`src/rtl/lsu_ctrl.sv`:
```
// -----------------------------------------------------------------------------
// lsu_ctrl -- multi-cycle load/store unit
//
// Sits between the core's execute stage and a req/gnt/rvalid data bus. One
// transaction is in flight at a time: a request is captured in IDLE, issued on
// the bus in REQ, its read data awaited in WAIT, and handed back in RESP.
// Handles byte-lane alignment, write-mask generation, load extraction with
// sign/zero extension, illegal-op detection and a bus timeout.
//
// Configuration macro:
//   LSU_MISALIGN_TRAP_EN  defined   : misaligned accesses return err=1 without
//                                     touching the bus
//                         undefined : the address is rounded down to natural
//                                     alignment and the access proceeds
//
// Parameters:
//   XLEN    data width, 32 or 64
//   ADDR_W  byte address width
//   TIMEOUT cycles allowed in REQ+WAIT before an error response, 0 = never
//
// Ports:
//   clk, rst                 clock, synchronous active-high reset
//   req_valid/req_ready      core request handshake
//   req_we, req_funct3       store flag and RISC-V size/unsigned encoding
//   req_addr, req_wdata      byte address and LSB-justified store data
//   resp_valid/resp_ready    response handshake back to the core
//   resp_rdata, resp_err     extended load data (0 for stores/errors), error
//   mem_req/mem_gnt          bus request and grant
//   mem_we, mem_addr         bus write enable and word-aligned address
//   mem_wdata, mem_wmask     lane-shifted store data and byte mask
//   mem_rvalid, mem_rdata    bus read data return
// -----------------------------------------------------------------------------
module lsu_ctrl #(
  parameter int XLEN    = 32,
  parameter int ADDR_W  = 32,
  parameter int TIMEOUT = 256
) (
  input  logic              clk,
  input  logic              rst,
  input  logic              req_valid,
  output logic              req_ready,
  input  logic              req_we,
  input  logic [2:0]        req_funct3,
  input  logic [ADDR_W-1:0] req_addr,
  input  logic [XLEN-1:0]   req_wdata,
  output logic              resp_valid,
  input  logic              resp_ready,
  output logic [XLEN-1:0]   resp_rdata,
  output logic              resp_err,
  output logic              mem_req,
  input  logic              mem_gnt,
  output logic              mem_we,
  output logic [ADDR_W-1:0] mem_addr,
  output logic [XLEN-1:0]   mem_wdata,
  output logic [XLEN/8-1:0] mem_wmask,
  input  logic              mem_rvalid,
  input  logic [XLEN-1:0]   mem_rdata
);

  localparam int NB    = XLEN / 8;
  localparam int OFF_W = $clog2(NB);
  localparam int CNT_W = (TIMEOUT > 1) ? $clog2(TIMEOUT) : 1;
  localparam logic [CNT_W-1:0] CNT_LAST = (TIMEOUT > 0) ? CNT_W'(TIMEOUT - 1) : '0;

  typedef enum logic [1:0] {
    IDLE = 2'd0,
    REQ  = 2'd1,
    WAIT = 2'd2,
    RESP = 2'd3
  } state_t;

  state_t r_state;
  state_t w_stateNext;

  logic              r_we;
  logic [2:0]        r_funct3;
  logic [OFF_W-1:0]  r_off;
  logic [ADDR_W-1:0] r_addr;
  logic [XLEN-1:0]   r_wdata;
  logic [NB-1:0]     r_wmask;
  logic [XLEN-1:0]   r_rdata;
  logic              r_err;
  logic [CNT_W-1:0]  r_cnt;

  logic [1:0]        w_size;
  logic [OFF_W-1:0]  w_lowMask;
  logic [OFF_W-1:0]  w_alignedOff;
  logic [ADDR_W-1:0] w_wordAddr;
  logic [NB-1:0]     w_sizeMask;
  logic [NB-1:0]     w_laneMask;
  logic [XLEN-1:0]   w_laneData;
  logic              w_illegal;
  logic              w_trapMis;
  logic [XLEN-1:0]   w_shifted;
  logic              w_signBit;
  logic [XLEN-1:0]   w_loadData;
  logic              w_timeout;
  logic              w_timeoutFire;

  // Request decode: lane offset, masks and illegal-op detection, all taken
  // straight from the request inputs so they can be captured in IDLE.
  always_comb begin
    w_size    = req_funct3[1:0];
    w_lowMask = '0;
    for (int i = 0; i < OFF_W; i++) begin
      w_lowMask[i] = (i < int'(w_size));
    end
    w_sizeMask = '0;
    for (int i = 0; i < NB; i++) begin
      w_sizeMask[i] = (i < (1 << w_size));
    end
    // Rounding the offset down is a no-op for aligned accesses, and gives
    // natural alignment when misaligned accesses are not trapped.
    w_alignedOff = req_addr[OFF_W-1:0] & ~w_lowMask;
    w_wordAddr   = {req_addr[ADDR_W-1:OFF_W], {OFF_W{1'b0}}};
    w_laneMask   = w_sizeMask << w_alignedOff;
    w_laneData   = req_wdata << {w_alignedOff, 3'b000};

    w_illegal = 1'b0;
    if ((XLEN == 32) && (w_size == 2'b11)) w_illegal = 1'b1;
    if (req_we && req_funct3[2]) w_illegal = 1'b1;
    if (!req_we && (req_funct3 == 3'b111)) w_illegal = 1'b1;
    if (!req_we && (req_funct3 == 3'b110) && (XLEN == 32)) w_illegal = 1'b1;
  end

`ifdef LSU_MISALIGN_TRAP_EN
  logic w_misaligned;
  assign w_misaligned = |(req_addr[OFF_W-1:0] & w_lowMask);
  assign w_trapMis    = w_misaligned;
`else
  assign w_trapMis = 1'b0;
`endif

  // Load extraction: shift the addressed bytes down, keep `size` bytes and
  // fill the rest with the sign bit (signed loads) or zero (unsigned loads).
  always_comb begin
    w_shifted = mem_rdata >> {r_off, 3'b000};
    w_signBit = 1'b0;
    for (int i = 0; i < XLEN; i++) begin
      if (i == ((8 << r_funct3[1:0]) - 1)) w_signBit = w_shifted[i];
    end
    w_loadData = '0;
    for (int i = 0; i < XLEN; i++) begin
      w_loadData[i] = (i < (8 << r_funct3[1:0])) ? w_shifted[i]
                                                 : (w_signBit & ~r_funct3[2]);
    end
  end

  // The timeout only fires when the bus did not complete the current phase
  // in the same cycle, so a just-in-time grant/rvalid still succeeds.
  always_comb begin
    w_timeout     = (TIMEOUT != 0) && (r_cnt == CNT_LAST);
    w_timeoutFire = w_timeout &&
                    (((r_state == REQ)  && !mem_gnt) ||
                     ((r_state == WAIT) && !mem_rvalid));
  end

  always_ff @(posedge clk) begin
    if (rst) begin
      r_state <= IDLE;
    end else begin
      r_state <= w_stateNext;
    end
  end

  // Next-state and handshake/bus outputs. Bus fields are only driven while a
  // request is outstanding.
  always_comb begin
    w_stateNext = r_state;
    req_ready   = 1'b0;
    resp_valid  = 1'b0;
    mem_req     = 1'b0;
    mem_we      = 1'b0;
    mem_addr    = '0;
    mem_wdata   = '0;
    mem_wmask   = '0;
    resp_rdata  = r_rdata;
    resp_err    = r_err;
    case (r_state)
      IDLE: begin
        req_ready = 1'b1;
        if (req_valid) begin
          if (w_illegal || w_trapMis) w_stateNext = RESP;
          else                        w_stateNext = REQ;
        end
      end
      REQ: begin
        mem_req   = 1'b1;
        mem_we    = r_we;
        mem_addr  = r_addr;
        mem_wdata = r_wdata;
        mem_wmask = r_wmask;
        if (mem_gnt)            w_stateNext = r_we ? RESP : WAIT;
        else if (w_timeoutFire) w_stateNext = RESP;
      end
      WAIT: begin
        if (mem_rvalid || w_timeoutFire) w_stateNext = RESP;
      end
      RESP: begin
        resp_valid = 1'b1;
        if (resp_ready) w_stateNext = IDLE;
      end
      default: w_stateNext = IDLE;
    endcase
  end

  // Transaction registers: captured on accept, load data latched on rvalid,
  // error forced on timeout.
  always_ff @(posedge clk) begin
    if (rst) begin
      r_we     <= 1'b0;
      r_funct3 <= '0;
      r_off    <= '0;
      r_addr   <= '0;
      r_wdata  <= '0;
      r_wmask  <= '0;
      r_rdata  <= '0;
      r_err    <= 1'b0;
      r_cnt    <= '0;
    end else begin
      case (r_state)
        IDLE: begin
          if (req_valid) begin
            r_we     <= req_we;
            r_funct3 <= req_funct3;
            r_off    <= w_alignedOff;
            r_addr   <= w_wordAddr;
            r_wdata  <= req_we ? w_laneData : '0;
            r_wmask  <= req_we ? w_laneMask : '0;
            r_rdata  <= '0;
            r_err    <= w_illegal | w_trapMis;
            r_cnt    <= '0;
          end
        end
        REQ, WAIT: begin
          r_cnt <= r_cnt + CNT_W'(1);
          if ((r_state == WAIT) && mem_rvalid) begin
            r_rdata <= w_loadData;
          end else if (w_timeoutFire) begin
            r_rdata <= '0;
            r_err   <= 1'b1;
          end
        end
        default: ;
      endcase
    end
  end

endmodule

```
`config.mk`:
```
export PLATFORM = sky130hd
export DESIGN_NAME = lsu_ctrl
export DESIGN_NICKNAME = d
export VERILOG_FILES = /design/src/rtl/lsu_ctrl.sv
export SDC_FILE = /design/constraint.sdc
export NUM_CORES = 1
export LEC_CHECK = 0
export CAP_MARGIN = 20
export CORE_MARGIN = 5
export CORE_UTILIZATION = 41
export CTS_BUF_LIST = sky130_fd_sc_hd__clkbuf_16
export CTS_CLUSTER_DIAMETER = 100
export DETAILED_ROUTE_END_ITERATION = 7
export PLACE_DENSITY = 0.78
export SKIP_LAST_GASP = 1
export SLEW_MARGIN = 20
export SYNTH_ARGS = -nofsm -noshare
export SYNTH_HDL_FRONTEND = slang
export SYNTH_SLANG_ARGS = --single-unit
```
`constraint.sdc`:
```
create_clock -name clk -period 2.13 [get_ports clk]
set_clock_uncertainty 0.15 [all_clocks]
set_input_delay 0.3195 -clock clk [delete_from_list [all_inputs] [get_ports clk]]
set_output_delay 0.3195 -clock clk [all_outputs]
set_load 0.05 [all_outputs]
```
==> results_dict.tcl <==
set metrics [dict create \
    grtUsageTotal_pct 22.9 \
    grt_pass1_wl_mm 30.2 \
    drt-initial-drc-count 413 \
    vias 6005 \
    synth_largest_area_cell "dfxtp_1" \
    synth_area_leaders "dfxtp_1, nand2_1, and2_1, a21oi_1, mux2i_1" \
    rsz0062_at_grt "yes" \
    critPathArrivalTime_ps 1670 \
    post-route-util_pct 70.3 \
    syn2layout_area_growth_pct 69.2 \
    die_x_um 128 \
    pwr-share-clk_pct 28.0 \
    critPathKind "reg2out" \
    hold_violations 0 \
    dieArea_sq_um 16500 \
    antenna_found_initial 0 \
    yosys_warnings 0 \
    nFillCells 1014 \
    final_nets 1055 \
    post-route-drc-count 0 \
    cts_buffers 17 \
    crit_path_start_kind "flip-flop" \
    intPower_mw 6.45 \
    gr-usage-met3_pct 9.67 \
    die_h_um 128 \
    cts_tree "built" \
    syn_area_sq_um 5740 \
    core_area_sq_um 13800 \
    hp-class "in2reg" \
    tightest_slew_ps 668 \
    grt_use_met2_pct 38.2 \
    power_leakage_nw 3.71 \
    synthCells 719 \
    ys_seq_elements 115 \
    async_flop_share_pct 0 \
    num_rows 43 \
    dp_hpwl_mm 13.7 \
    num_io_pins 211 \
    combinationalPowerShare_pct 46.0 \
    yosys.cell_types.count 53 \
    port_buffers 208 \
    seq_area_frac_synth_pct 40.1 \
    clock_latency_ps 410 \
    status "finished, violations left" \
    max_freq_mhz 467 \
    fin_ws_ps -9.64 \
    place.gp.congestion 0.902 \
    cp_max_fo 34 \
    maxSlewHeadroom_pct 55.4 \
    fin_crit_sh_pct 100 \
    fin_tns_setup_ps -28.0 \
    swShare_pct 37.8 \
    total_power_mw 10.4 \
    ys.flop_type "dfxtp_1" \
    power_density_nw_per_um2 1070 \
    slew_violations 0 \
    drv_cap 0 \
    drive_gt1_share_pct 21.7 \
    cts_sinks 115 \
    crit_required_ps 1660 \
    root_buffer "clkbuf_16" \
    setup_viol 5 \
    clkTransAtPathRegs_ps 60 \
    ir_drop_uv 668 \
    synth_top_area_share_pct 40.1 \
    avgViaCountPerCell 5.29 \
    cts_max_path_buffers 2 \
    met1_usage_pct 26.3 \
    wl_per_cell_um 17.0 \
    critPathCaptureType "output port" \
    synth_edf_count 0 \
    overflow 0 \
    syn_area_per_cell_sq_um 7.99 \
    start_util_pct 41.5 \
    drt_wl_total_mm 19.3 \
    dr.pass1.iters 5 \
    top_usage_layer "met2" \
    grt_start_max_net_pins 49 \
    grt_pass1_vias 6053 \
    p_seq_share_pct 26.0 \
    diodes 0 \
    cts_htree_levels 4 \
    failed_checks "setup timing" \
    period_needed_ps 2140 \
    ant_nets 0 \
    p_switching_mw 3.92 \
]
## logic make-up (layout without fill, tap and decap cells)
logic type / after synthesis / count (layout) / synth area share (%)
buf+inv: 66 / 301 / 5.03
xor+xnor: 8 / 8 / 1.22
fa+ha+maj: 6 / 6 / 1.31
mux: 50 / 50 / 9.32
simple gates: 314 / 314 / 25.3
flops: 115 / 115 / 40.1
compound gates: 158 / 158 / 17.6
other cells: 2 / 4 / 0.131
## path summary, 6_finish.rpt
check / from / endpoint / slack [ps] / cells after the start
setup / recovery: r_state[1]$_SDFFE_PP0P_ / mem_addr[21] / -10 / 5
setup reg to reg: r_state[1]$_SDFFE_PP0P_ / resp_rdata[30]$_SDFFE_PP0P_ / 80 / 8
hold / removal: rst / r_wdata[21]$_SDFFE_PP0P_ / 210 / 2
hold reg to reg: r_addr[22]$_SDFFE_PP0P_ / r_addr[22]$_SDFFE_PP0P_ / 300 / 2
## power by group through the flow
stage               Clock (mW)  Sequential (mW)  Combinational, mW
global route              3.05             2.73               5.11
detailed placement           0             2.73               4.47
floorplan                    0             3.00               2.38
global placement             0             2.71               4.39
finish                    2.91             2.69               4.77
CTS                       2.95             2.69               4.63
## state kept, by name, summed over array words and instances (netlist names)
name	cells
resp_rdata	32
r_state	2
r_cnt	8
r_funct3	3
r_we	1
r_wdata	32
r_wmask	4
r_addr	30
resp_err	1
r_off	2
## synth_stat cells, types with 3 or more instances
cell,count
nand2_1,124
dfxtp_1,115
a21oi_1,83
nor2_1,80
and2_1,67
clkbuf_1,32
mux2i_1,31
buf_2,18
mux2_2,18
a211oi_1,12
nand3_1,11
o21ai_0,10
inv_1,9
a22oi_1,8
nor2b_1,8
o22ai_1,8
a211oi_2,7
a222oi_1,7
and3_1,6
ha_1,6
o2111ai_1,6
xor2_1,5
buf_1,3
buf_4,3
o211ai_1,3
xnor2_1,3
## placed cells by master (no fill, tap or decap), types with 10 or more instances in the layout
master and count:
clkdlybuf4s50_1 135, nand2_1 123, dfxtp_1 113, a21oi_1 83
nor2_1 78, buf_12 76, and2_1 62, buf_4 46
mux2i_1 31, mux2_2 18, clkbuf_16 17, a211oi_2 13
nand3_1 11, o21ai_0 10
## metrics by stage
stage / worst slack (ps) / instance area, sq um / cells / hold WS (ps)
after floorplan: 6.30 / 5780 / 721 / 282
after global placement: -92.0 / 8990 / 1101 / 287
after detailed placement: -180 / 8990 / 1101 / 292
after CTS: -23.4 / 9640 / 1134 / 198
after global routing: -73.4 / 9720 / 1136 / 231
final: -9.64 / 9720 / 1136 / 207
## critical path, cell delays in order, from the launching register on
cell,delay [ps]
dfxtp_4,350
inv_2,100
ha_4,230
buf_16,200
and2_1,200
buf_12,150
## cell type report
type / count / area [sq um] / area share [%]
well taps: 180 / 225 / 2.32
multi-input cells: 540 / 3270 / 33.6
repair buffers: 260 / 3280 / 33.8
clock inverters: 15 / 171 / 1.76
inverters: 9 / 33.8 / 0.348
flip-flops and latches: 115 / 2310 / 23.8
clock buffers: 17 / 425 / 4.38
## what timing repair did
action,CTS,global route
endpoints found under the setup margin,21,94
resized for setup,6,16
buffers inserted,0,2
pin swaps,0,3
gates cloned,1,0
hold buffers,0,0
## per-layer routing
layer	wire, um	up-vias
met3	2010	34
li1	-	2897
met4	405	0
met5	0	-
met2	9440	229
met1	7450	2845
Note: power is estimated with default switching activity, not from simulation.
